==> src/rtl/stack_pkg.sv <==
// Shared defaults and operation decode for the LIFO stack unit.
package stack_pkg;

  localparam int unsigned N_DEFAULT          = 8;
  localparam int unsigned DEPTH_LOG2_DEFAULT = 4;

  typedef enum logic [1:0] {
    IDLE = 2'b00,
    POP  = 2'b01,
    PUSH = 2'b10,
    SWAP = 2'b11
  } stack_op_e;

  // {push,pop} maps directly onto the enum encoding.
  function automatic stack_op_e decode_op(input logic push, input logic pop);
    return stack_op_e'({push, pop});
  endfunction

endpackage

==> src/rtl/stack_ram.sv <==
// Stack storage: one falling-edge synchronous write port, one asynchronous read port, no reset.
module stack_ram #(
  parameter int unsigned N  = 8,
  parameter int unsigned AW = 4
) (
  input  logic          clk,
  input  logic          we,
  input  logic [AW-1:0] waddr,
  input  logic [N-1:0]  wdata,
  input  logic [AW-1:0] raddr,
  output logic [N-1:0]  rdata
);

  localparam int unsigned DEPTH = 2 ** AW;

  logic [N-1:0] mem [DEPTH];

  always_ff @(negedge clk) begin
    if (we) mem[waddr] <= wdata;
  end

  assign rdata = mem[raddr];

endmodule

==> src/rtl/stack_unit.sv <==
// LIFO stack controller: count/pointer tracking, op decode, registered pop output and sticky error flags.
module stack_unit
  import stack_pkg::*;
#(
  parameter int unsigned N          = N_DEFAULT,
  parameter int unsigned DEPTH_LOG2 = DEPTH_LOG2_DEFAULT
) (
  input  logic                  clk,
  input  logic                  rst_n,
  input  logic                  clear,
  input  logic                  push,
  input  logic [N-1:0]          push_data,
  input  logic                  pop,
  output logic [N-1:0]          pop_data,
  output logic                  pop_valid,
  output logic [DEPTH_LOG2:0]   count,
  output logic [DEPTH_LOG2-1:0] sp,
  output logic                  full,
  output logic                  empty,
  output logic                  overflow,
  output logic                  underflow
);

  localparam int unsigned DEPTH = 2 ** DEPTH_LOG2;
  localparam int unsigned CW    = DEPTH_LOG2 + 1;
  localparam int unsigned AW    = DEPTH_LOG2;

  stack_op_e      op;
  logic [AW-1:0]  top_idx;
  logic [N-1:0]   top_data;
  logic           ram_we;
  logic [AW-1:0]  ram_waddr;

  logic [CW-1:0]  count_nxt;
  logic [N-1:0]   pop_data_nxt;
  logic           pop_valid_nxt;
  logic           overflow_nxt;
  logic           underflow_nxt;

  assign op      = decode_op(push, pop);
  assign sp      = count[AW-1:0];
  // sp-1 wraps to DEPTH-1 when full, which is exactly the top slot.
  assign top_idx = sp - AW'(1);
  assign full    = (count == CW'(DEPTH));
  assign empty   = (count == CW'(0));

  stack_ram #(
    .N  (N),
    .AW (AW)
  ) u_ram (
    .clk   (clk),
    .we    (ram_we),
    .waddr (ram_waddr),
    .wdata (push_data),
    .raddr (top_idx),
    .rdata (top_data)
  );

  // Next-state and memory-write decode; clear overrides every operation.
  always_comb begin
    count_nxt     = count;
    pop_data_nxt  = pop_data;
    pop_valid_nxt = 1'b0;
    overflow_nxt  = overflow;
    underflow_nxt = underflow;
    ram_we        = 1'b0;
    ram_waddr     = sp;

    if (clear) begin
      count_nxt     = CW'(0);
      overflow_nxt  = 1'b0;
      underflow_nxt = 1'b0;
    end else begin
      unique case (op)
        PUSH: begin
          if (full) begin
            overflow_nxt = 1'b1;
          end else begin
            ram_we    = 1'b1;
            ram_waddr = sp;
            count_nxt = count + CW'(1);
          end
        end
        POP: begin
          if (empty) begin
            underflow_nxt = 1'b1;
          end else begin
            pop_data_nxt  = top_data;
            pop_valid_nxt = 1'b1;
            count_nxt     = count - CW'(1);
          end
        end
        SWAP: begin
          pop_valid_nxt = 1'b1;
          if (empty) begin
            pop_data_nxt = push_data;
          end else begin
            pop_data_nxt = top_data;
            ram_we       = 1'b1;
            ram_waddr    = top_idx;
          end
        end
        default: ;
      endcase
    end
  end

  always_ff @(negedge clk or negedge rst_n) begin
    if (!rst_n) begin
      count     <= '0;
      pop_data  <= '0;
      pop_valid <= 1'b0;
      overflow  <= 1'b0;
      underflow <= 1'b0;
    end else begin
      count     <= count_nxt;
      pop_data  <= pop_data_nxt;
      pop_valid <= pop_valid_nxt;
      overflow  <= overflow_nxt;
      underflow <= underflow_nxt;
    end
  end

endmodule

==> config.mk <==
export PLATFORM = sky130hd
export DESIGN_NAME = stack_unit
export DESIGN_NICKNAME = d
export VERILOG_FILES = /design/src/rtl/stack_pkg.sv /design/src/rtl/stack_ram.sv /design/src/rtl/stack_unit.sv
export SDC_FILE = /design/constraint.sdc
export NUM_CORES = 1
export LEC_CHECK = 0
export ABC_CLOCK_PERIOD_IN_PS = 3630
export CELL_PAD_IN_SITES_DETAIL_PLACEMENT = 0
export CELL_PAD_IN_SITES_GLOBAL_PLACEMENT = 1
export CORE_MARGIN = 2
export CORE_UTILIZATION = 50
export CTS_BUF_LIST = sky130_fd_sc_hd__clkbuf_2
export DETAILED_ROUTE_END_ITERATION = 8
export GPL_TIMING_DRIVEN = 0
export PLACE_DENSITY_LB_ADDON = 0.1
export REMOVE_ABC_BUFFERS = 1
export SYNTH_ARGS = -nofsm -noshare
export SYNTH_HDL_FRONTEND = slang
export SYNTH_SLANG_ARGS = --single-unit
==> constraint.sdc <==
create_clock -name clk -period 3.63 [get_ports clk]
set_clock_uncertainty 0.1 [all_clocks]
set_input_delay 0.726 -clock clk [delete_from_list [all_inputs] [get_ports clk]]
set_output_delay 0.726 -clock clk [all_outputs]
set_load 0.05 [all_outputs]
### Word level (Yosys, flattened, before mapping)

Memory sizes are Yosys's and may differ from the RTL's.
Cells that the tools add are included.
W data, S select, Z words.

| cells by class | value |
|---|---|
| add/sub/neg operators | 3 |
| multipliers | 0 |
| div/mod/pow operators | 0 |
| magnitude comparators | 0 |
| eq/ne operators | 7 |
| shift operators | 0 |
| mux-type cells | 24 |
| bitwise gates (word level) | 1 |
| reduce and logical (&&, ||, !) cells | 11 |

Operator list:

| operator | number |
|---|---|
| $mux W8 | 2 |
| $pmux W8 S2 | 1 |
| $mux W5 | 3 |
| $mux W1 | 12 |
| $mux W4 | 3 |
| $pmux W5 S2 | 1 |
| $reduce_bool A2 Y1 | 5 |
| $ne A3 B3 Y1 const B | 2 |
| $reduce_and A3 Y1 | 2 |
| $add A5 B1 Y5 const B | 1 |
| $eq A5 B5 Y1 const B | 1 |
| $logic_not A5 Y1 | 1 |
| $sub A5 B1 Y5 const B | 1 |
| $eq A2 B2 Y1 const B | 2 |
| $pmux W1 S2 | 2 |
| $reduce_and A2 Y1 | 2 |
| $sub A4 B1 Y4 const B | 1 |
| $reduce_bool A3 Y1 | 1 |
| $eq A2 B1 Y1 const B | 1 |
| $ne A2 B2 Y1 const B | 1 |
| $not A1 Y1 | 1 |

| storage, ports and cells | value |
|---|---|
| flip-flop bits (word level) | 16 |
| bits in latches | 0 |
| bits in writable memories | 128 |
| memory bits (read-only) | 0 |
| input bits | 13 |
| output and inout bits | 22 |
| logic and storage cells | 52 |
| memories kept | 1 |

Memories:

| name | depth | width | read ports | clocked after memory_dff | write ports | line | RTL |
|---|---|---|---|---|---|---|---|
| u_ram.mem | 16 | 8 | 1 | 0 | 1 | stack_ram.sv:16 | `logic [N-1:0] mem [DEPTH];` |

### Depth between registers and ports, before layout

Gate-level depths: netlist (run 1).

| logic depth | value |
|---|---|
| depth in word-level cells | 6 |
| gate-level depth with buffers | 12 |
| mapped depth without buffers | 9 |

### Hierarchy

Synthesis (run 1) repeated with hierarchy kept, for this count alone.

| second synthesis, totals | value |
|---|---|
| cell total of the unflattened synthesis | 335 |
| area, all modules | 6039.5 sq um |

By module, submodules not included:

| module | times used | cells each | area an instance (sq um) | seq. area each (sq um) |
|---|---|---|---|---|
| stack_ram | 1 | 222 | 4991.0 | 3843.7 |
| stack_unit | 1 | 113 | 1048.5 | 400.4 |

==> results of run 1 <==
final cells by class:
| class | count | area, sq um |
|---|---|---|
| tap | 147 | 184 |
| multi-input combinational | 168 | 1980 |
| fill | 878 | 3790 |
| sequential | 144 | 4240 |
| clock inverter | 143 | 649 |
| clock buffer | 17 | 85.1 |
| antenna | 1 | 2.50 |
| inverter | 7 | 35.0 |
| timing repair buffer | 85 | 1030 |
cell families (layout without fill, tap and decap cells):
logic type,after synthesis,after routing
flip-flops,144,144
buffers and inverters,28,252
other,0,1
AO/OA/AOI/OAI,56,56
AND/OR/NAND/NOR,58,58
multiplexers,43,43
adder cells (fa/ha/maj),6,6
XOR/XNOR,5,5
through the flow:
step	setup WS, ps	hold WS [ps]
2_1_floorplan	-2710	493
3_3_place_gp	-3570	340
3_5_place_dp	-2100	346
4_1_cts	-1120	379
5_1_grt	-1160	404
6_report	-1070	374
power groups by stage:
| stage | combinational, W | clock, W | sequential, W |
|---|---|---|---|
| floorplan | 0.000615 | 0.000211 | 0.00221 |
| global placement | 0.00119 | 0.000211 | 0.00203 |
| detailed placement | 0.00126 | 0.000211 | 0.00200 |
| CTS | 0.00151 | 0.00157 | 0.00194 |
| global route | 0.00165 | 0.00175 | 0.00194 |
| finish | 0.00157 | 0.00152 | 0.00194 |
critical path, cell delays in order, from the launching register on:
cell	delay, ps
dfrtn_1	410
buf_8	130
clkinvlp_4	80
ha_4	120
or4b_4	490
clkinv_4	80
buf_8	130
how the worst max path moves through the flow:
stage                        start              end  cells after the start
after floorplan           count[0]             full                      4
after global placement    count[0]            empty                      5
after detailed placement     clear  u_ram.mem[1][1]                      5
after CTS                 count[0]            empty                      6
after global routing      count[0]            empty                      6
final                     count[0]            empty                      6
sequential cells by signal (all words and copies together) (netlist names):
signal     count
u_ram.mem    128
pop_valid      1
pop_data       8
underflow      1
count          5
overflow       1
layout by cell type (no fill, tap or decap), drive strengths merged, types with 2 or more instances in the layout:
cell,count
edfxtp,128
a21o,4
dfrtn,16
mux2,8
mux2i,2
nand2,6
nor3,14
xnor2,4
clkinvlp,7
mux4,33
clkdlybuf4s50,9
a21oi,10
bufinv,3
nor2,22
buf,76
o21ai,18
inv,137
a22oi,8
clkbuf,17
o22ai,8
ha,5
or3,3
and3,2
clkinv,3
a31oi,7
per-layer routing:
layer  track usage  share of wire
met1         0.266           0.42
met5             0              0
met3        0.0770          0.041
met2         0.346           0.51
met4         0.140          0.025
timing repair:
| action | 4_1_cts | 5_1_grt |
|---|---|---|
| gates cloned | 0 | 0 |
| setup endpoints to repair | 163 | 96 |
| setup buffers | 30 | 19 |
| pin swaps | 15 | 9 |
| gates resized for setup | 240 | 9 |
==> flow_summary.json, run 1 <==
{
  "rsz0062_at_grt": "yes",
  "rows": 40,
  "grt_pass1_vias": 4111,
  "finalHoldViolations": 0,
  "violations": "negative setup slack",
  "seq_power_share": 0.386,
  "synth_xor_xnor_area_share": 0.00833,
  "vias_per_cell": 5.45,
  "chipWidth_um": 115,
  "synth_largest_area_cell": "edfxtp_1",
  "yosysWarnings": 0,
  "r2r_start": "count[0]",
  "r2r_cells": 10,
  "cts_tree": "yes",
  "fin_util": 0.684,
  "die_area_sq_mm": 0.0132,
  "area_delta_synth_final_pct": 33.4,
  "async_reset_ff_frac": 0.111,
  "cts.clk_slew.worst_paths_ps": 160,
  "num-nets-final": 570,
  "die_y_um": 115,
  "numClockSinks": 144,
  "yosysMostFrequentCell": "edfxtp_1",
  "criticalPathCategory": "register to primary output",
  "first_pass_iters": 4,
  "clk_latency_ps": 720,
  "synthesis.area_sq_mm": 0.00616,
  "core-area_sq_mm": 0.0120,
  "tightest_slew_ps": 1160,
  "routedWlPerCell_um": 19.5,
  "hold_start": "underflow",
  "dp_cells": 504,
  "io_buffers": 34,
  "ios": 35,
  "cts_hold_buf": 0,
  "max-slew-margin-rel": 0.219,
  "worstHoldPathType": "register to register",
  "wl_um": 13900,
  "switching_power_w": 0.00188,
  "antenna_found_initial": 1,
  "powerDensity_mw_per_mm2": 612,
  "clock_path_buffers": 2,
  "maxSlewViolCount": 0,
  "synth-simple-area-share": 0.0510,
  "cts_buffers": 17,
  "start_util": 0.513,
  "postSynthAreaPerCell_sq_um": 18.1,
  "drtIter0Drc": 252,
  "power_w": 0.00503,
  "p_int_w": 0.00315,
  "p_sw_frac": 0.374,
  "htree_levels": 4,
  "globalplace.congestion": 0.727,
  "outcome": "finished, violations left",
  "r2r-end": "u_ram.mem[0][2]",
  "synth_common_cells": "128 x edfxtp_1, 25 x mux4_2, 21 x nor2_1, 16 x dfrtn_1, 12 x nor3_1",
  "finalSetupViolCount": 26,
  "synth_mux_area_frac": 0.143,
  "final_cell_area_sq_mm": 0.00822,
  "dpl.hpwl_um": 7880,
  "vias": 3877,
  "path_max_fanout": 2,
  "grt_max_degree": 37,
  "drv_cap": 0,
  "hold_depth": 2,
  "irDropWorstVdd_v": 0.000405,
  "synth_top_family_by_area": "multiplexers",
  "drive_above_1_share": 0.333,
  "clock_power_share": 0.302,
  "synth_cell_types": 52,
  "ant_nets": 0,
  "cts_root_buffer": "clkbuf_2",
  "detailed_place.area_sq_mm": 0.00660,
  "end_kind": "primary output",
  "arrival_ps": 3880,
  "final_cells": 712,
  "syn_inst": 340,
  "ys.flop_type": "edfxtp_1",
  "drcViolationCount": 0,
  "ys_seq_area_frac": 0.689,
  "synth-seq-cells": 144,
  "hold_end": "underflow",
  "cp-start-kind": "register",
  "synth_top_cell_area_share": 0.624,
  "grt_pass1_wl_um": 21000,
  "synth_compound_area_frac": 0.0642,
  "netlist_top_cells_area": "edfxtp_1 62%, mux4_2 9.1%, dfrtn_1 6.5%",
  "yosys.area_share.adder": 0.0134,
  "reg2reg_slack_ps": 330,
  "setup_tns_ps": -8960,
  "grtUsageTotal": 0.222,
  "p_comb_frac": 0.312,
  "grt_overflow": 0,
  "worstPathRequired_ps": 2800,
  "fin_ws_ps": -1070,
  "leakage_nw": 3.34,
  "synth_edf_count": 128
}
Power figures use the tool's default switching activity.
==> inputs of run 2 (changes only) <==
--- a/config.mk
+++ b/config.mk
@@ -15,6 +15,7 @@
 export GPL_TIMING_DRIVEN = 0
 export PLACE_DENSITY_LB_ADDON = 0.1
 export REMOVE_ABC_BUFFERS = 1
+export SKIP_CTS_REPAIR_TIMING = 1
 export SYNTH_ARGS = -nofsm -noshare
 export SYNTH_HDL_FRONTEND = slang
 export SYNTH_SLANG_ARGS = --single-unit
==> run 2 against run 1 <==
Net effect:
- the flow still finishes with violations (negative setup slack)
- combinational power is essentially flat
- die area is the same
- first-iteration DRC count grew 8.3%
- via count grew 0.83%
- flip-flop and latch count is the same
- global-route usage shrank 1.4 points
- worst setup slack lost 130 ps
- routed wire length grew 0.83%
- critical endpoint unchanged
- largest power group unchanged
==> flow_summary.json, run 2 (synthesis results as in run 1) <==
{
  "top_layer_used": "met4",
  "cp-start-kind": "register",
  "end_kind": "primary output",
  "grt_max_degree": 37,
  "drt-met1-wl_um": 5850,
  "vias": 3909,
  "fillers": 870,
  "max-slew-margin-rel": 0.191,
  "ios": 35,
  "core-area_sq_mm": 0.0120,
  "grt_overflow": 0,
  "leakage_nw": 3.36,
  "maxSlewViolCount": 0,
  "clk_latency_ps": 710,
  "rows": 40,
  "chipWidth_um": 115,
  "ant_nets": 0,
  "worstPathRequired_ps": 2800,
  "multiInputGateArea_sq_mm": 0.00203,
  "wl_um": 14000,
  "drv_cap": 0,
  "globalplace.congestion": 0.727,
  "dp_slack_ps": -2100,
  "powerDensity_mw_per_mm2": 608,
  "grtUsageTotal": 0.208,
  "drtIter0Drc": 273,
  "crit_end": "empty",
  "finalSetupViolCount": 59,
  "rsz0062_at_grt": "yes",
  "area_delta_synth_final_pct": 34.0,
  "clock_path_buffers": 2,
  "reg_top3": "u_ram.mem x128, pop_data x8, count x5",
  "drcViolationCount": 0,
  "mostFrequentLayoutCell": "inv_1",
  "timing.hold.ws_ps": 376,
  "hold_start": "underflow",
  "seq_power_share": 0.387,
  "violations": "negative setup slack",
  "die_y_um": 115,
  "startpoint": "count[0]",
  "dpl.hpwl_um": 7880,
  "vias_per_cell": 5.45,
  "io_buffers": 34,
  "p_int_w": 0.00314,
  "cts_root_buffer": "clkbuf_2",
  "grt_pass1_vias": 3796,
  "dp_cells": 504,
  "r2r_start": "count[0]",
  "power_w": 0.00502,
  "reg2reg_slack_ps": 390,
  "criticalPathCategory": "register to primary output",
  "num-nets-final": 575,
  "clock_power_share": 0.301,
  "wl_met3_um": 551,
  "final_cells": 717,
  "irDropWorstVdd_v": 0.000404,
  "first_pass_iters": 4,
  "antenna_found_initial": 1,
  "largest_register_ffs": 128,
  "fin_ws_ps": -1210,
  "top_register": "u_ram.mem",
  "worstHoldPathType": "register to register",
  "r2r-end": "u_ram.mem[0][0]",
  "p_comb_frac": 0.312,
  "grt_pass1_wl_um": 19700,
  "outcome": "finished, violations left",
  "routedWlPerCell_um": 19.5,
  "htree_levels": 4,
  "tightest_slew_ps": 1210,
  "finalHoldViolations": 0,
  "switching_power_w": 0.00188,
  "path_max_fanout": 6,
  "cts.clk_slew.worst_paths_ps": 150,
  "cts_tree": "yes",
  "layout_common_cells": "131 x inv_1, 128 x edfxtp_1, 39 x buf_4",
  "arrival_ps": 4010,
  "p_sw_frac": 0.375,
  "r2r_cells": 8,
  "routed-wl-met2_um": 7310,
  "start_util": 0.513,
  "cts_buffers": 17,
  "regArea_sq_mm": 0.00424,
  "drive_above_1_share": 0.344,
  "numClockSinks": 144,
  "fin_util": 0.687,
  "die_area_sq_mm": 0.0132
}
[run 2: final cells by class]
class	instances	share of cell area
tap	147	0.0223
multi-input combinational	168	0.245
inverter	7	0.00394
clock inverter	143	0.0787
antenna	1	0.000303
timing repair buffer	90	0.125
sequential	144	0.514
clock buffer	17	0.0103
[run 2: critical path, cell delays in order, from the launching register on]
cell	delay, ps
dfrtn_1	430
buf_12	150
clkinvlp_4	90
ha_4	130
or4b_4	530
inv_4	110
buf_8	140
[run 2: per-stage QoR]
step / setup TNS, ps / area (sq um)
2_1_floorplan: -220180 / 6000
3_3_place_gp: -408180 / 6530
3_5_place_dp: -289010 / 6600
4_1_cts: -173660 / 7330
5_1_grt: -12490 / 8250
6_report: -11360 / 8250
[run 2: worst min-delay path by stage]
| stage | depth (start not counted) | slack [ps] | to |
|---|---|---|---|
| 6_report | 2 | 380 | underflow |
| 5_1_grt | 2 | 400 | underflow |
| 4_1_cts | 2 | 360 | underflow |
| 3_5_place_dp | 2 | 350 | underflow |
| 3_3_place_gp | 2 | 340 | underflow |
| 2_1_floorplan | 3 | 490 | pop_data[3] |
[run 2: per-layer routing]
metal | GRT usage | vias up
met5 | 0 | -
met4 | 0.127 | 0
met3 | 0.0596 | 24
met2 | 0.334 | 99
met1 | 0.252 | 1975
li1 | - | 1811
[run 2: power groups by stage]
stage | Sequential (W) | Combinational (W) | Clock (W)
floorplan | 0.00221 | 0.000615 | 0.000211
global placement | 0.00203 | 0.00119 | 0.000211
detailed placement | 0.00200 | 0.00126 | 0.000211
CTS | 0.00196 | 0.00127 | 0.00157
global route | 0.00195 | 0.00165 | 0.00175
finish | 0.00194 | 0.00157 | 0.00151
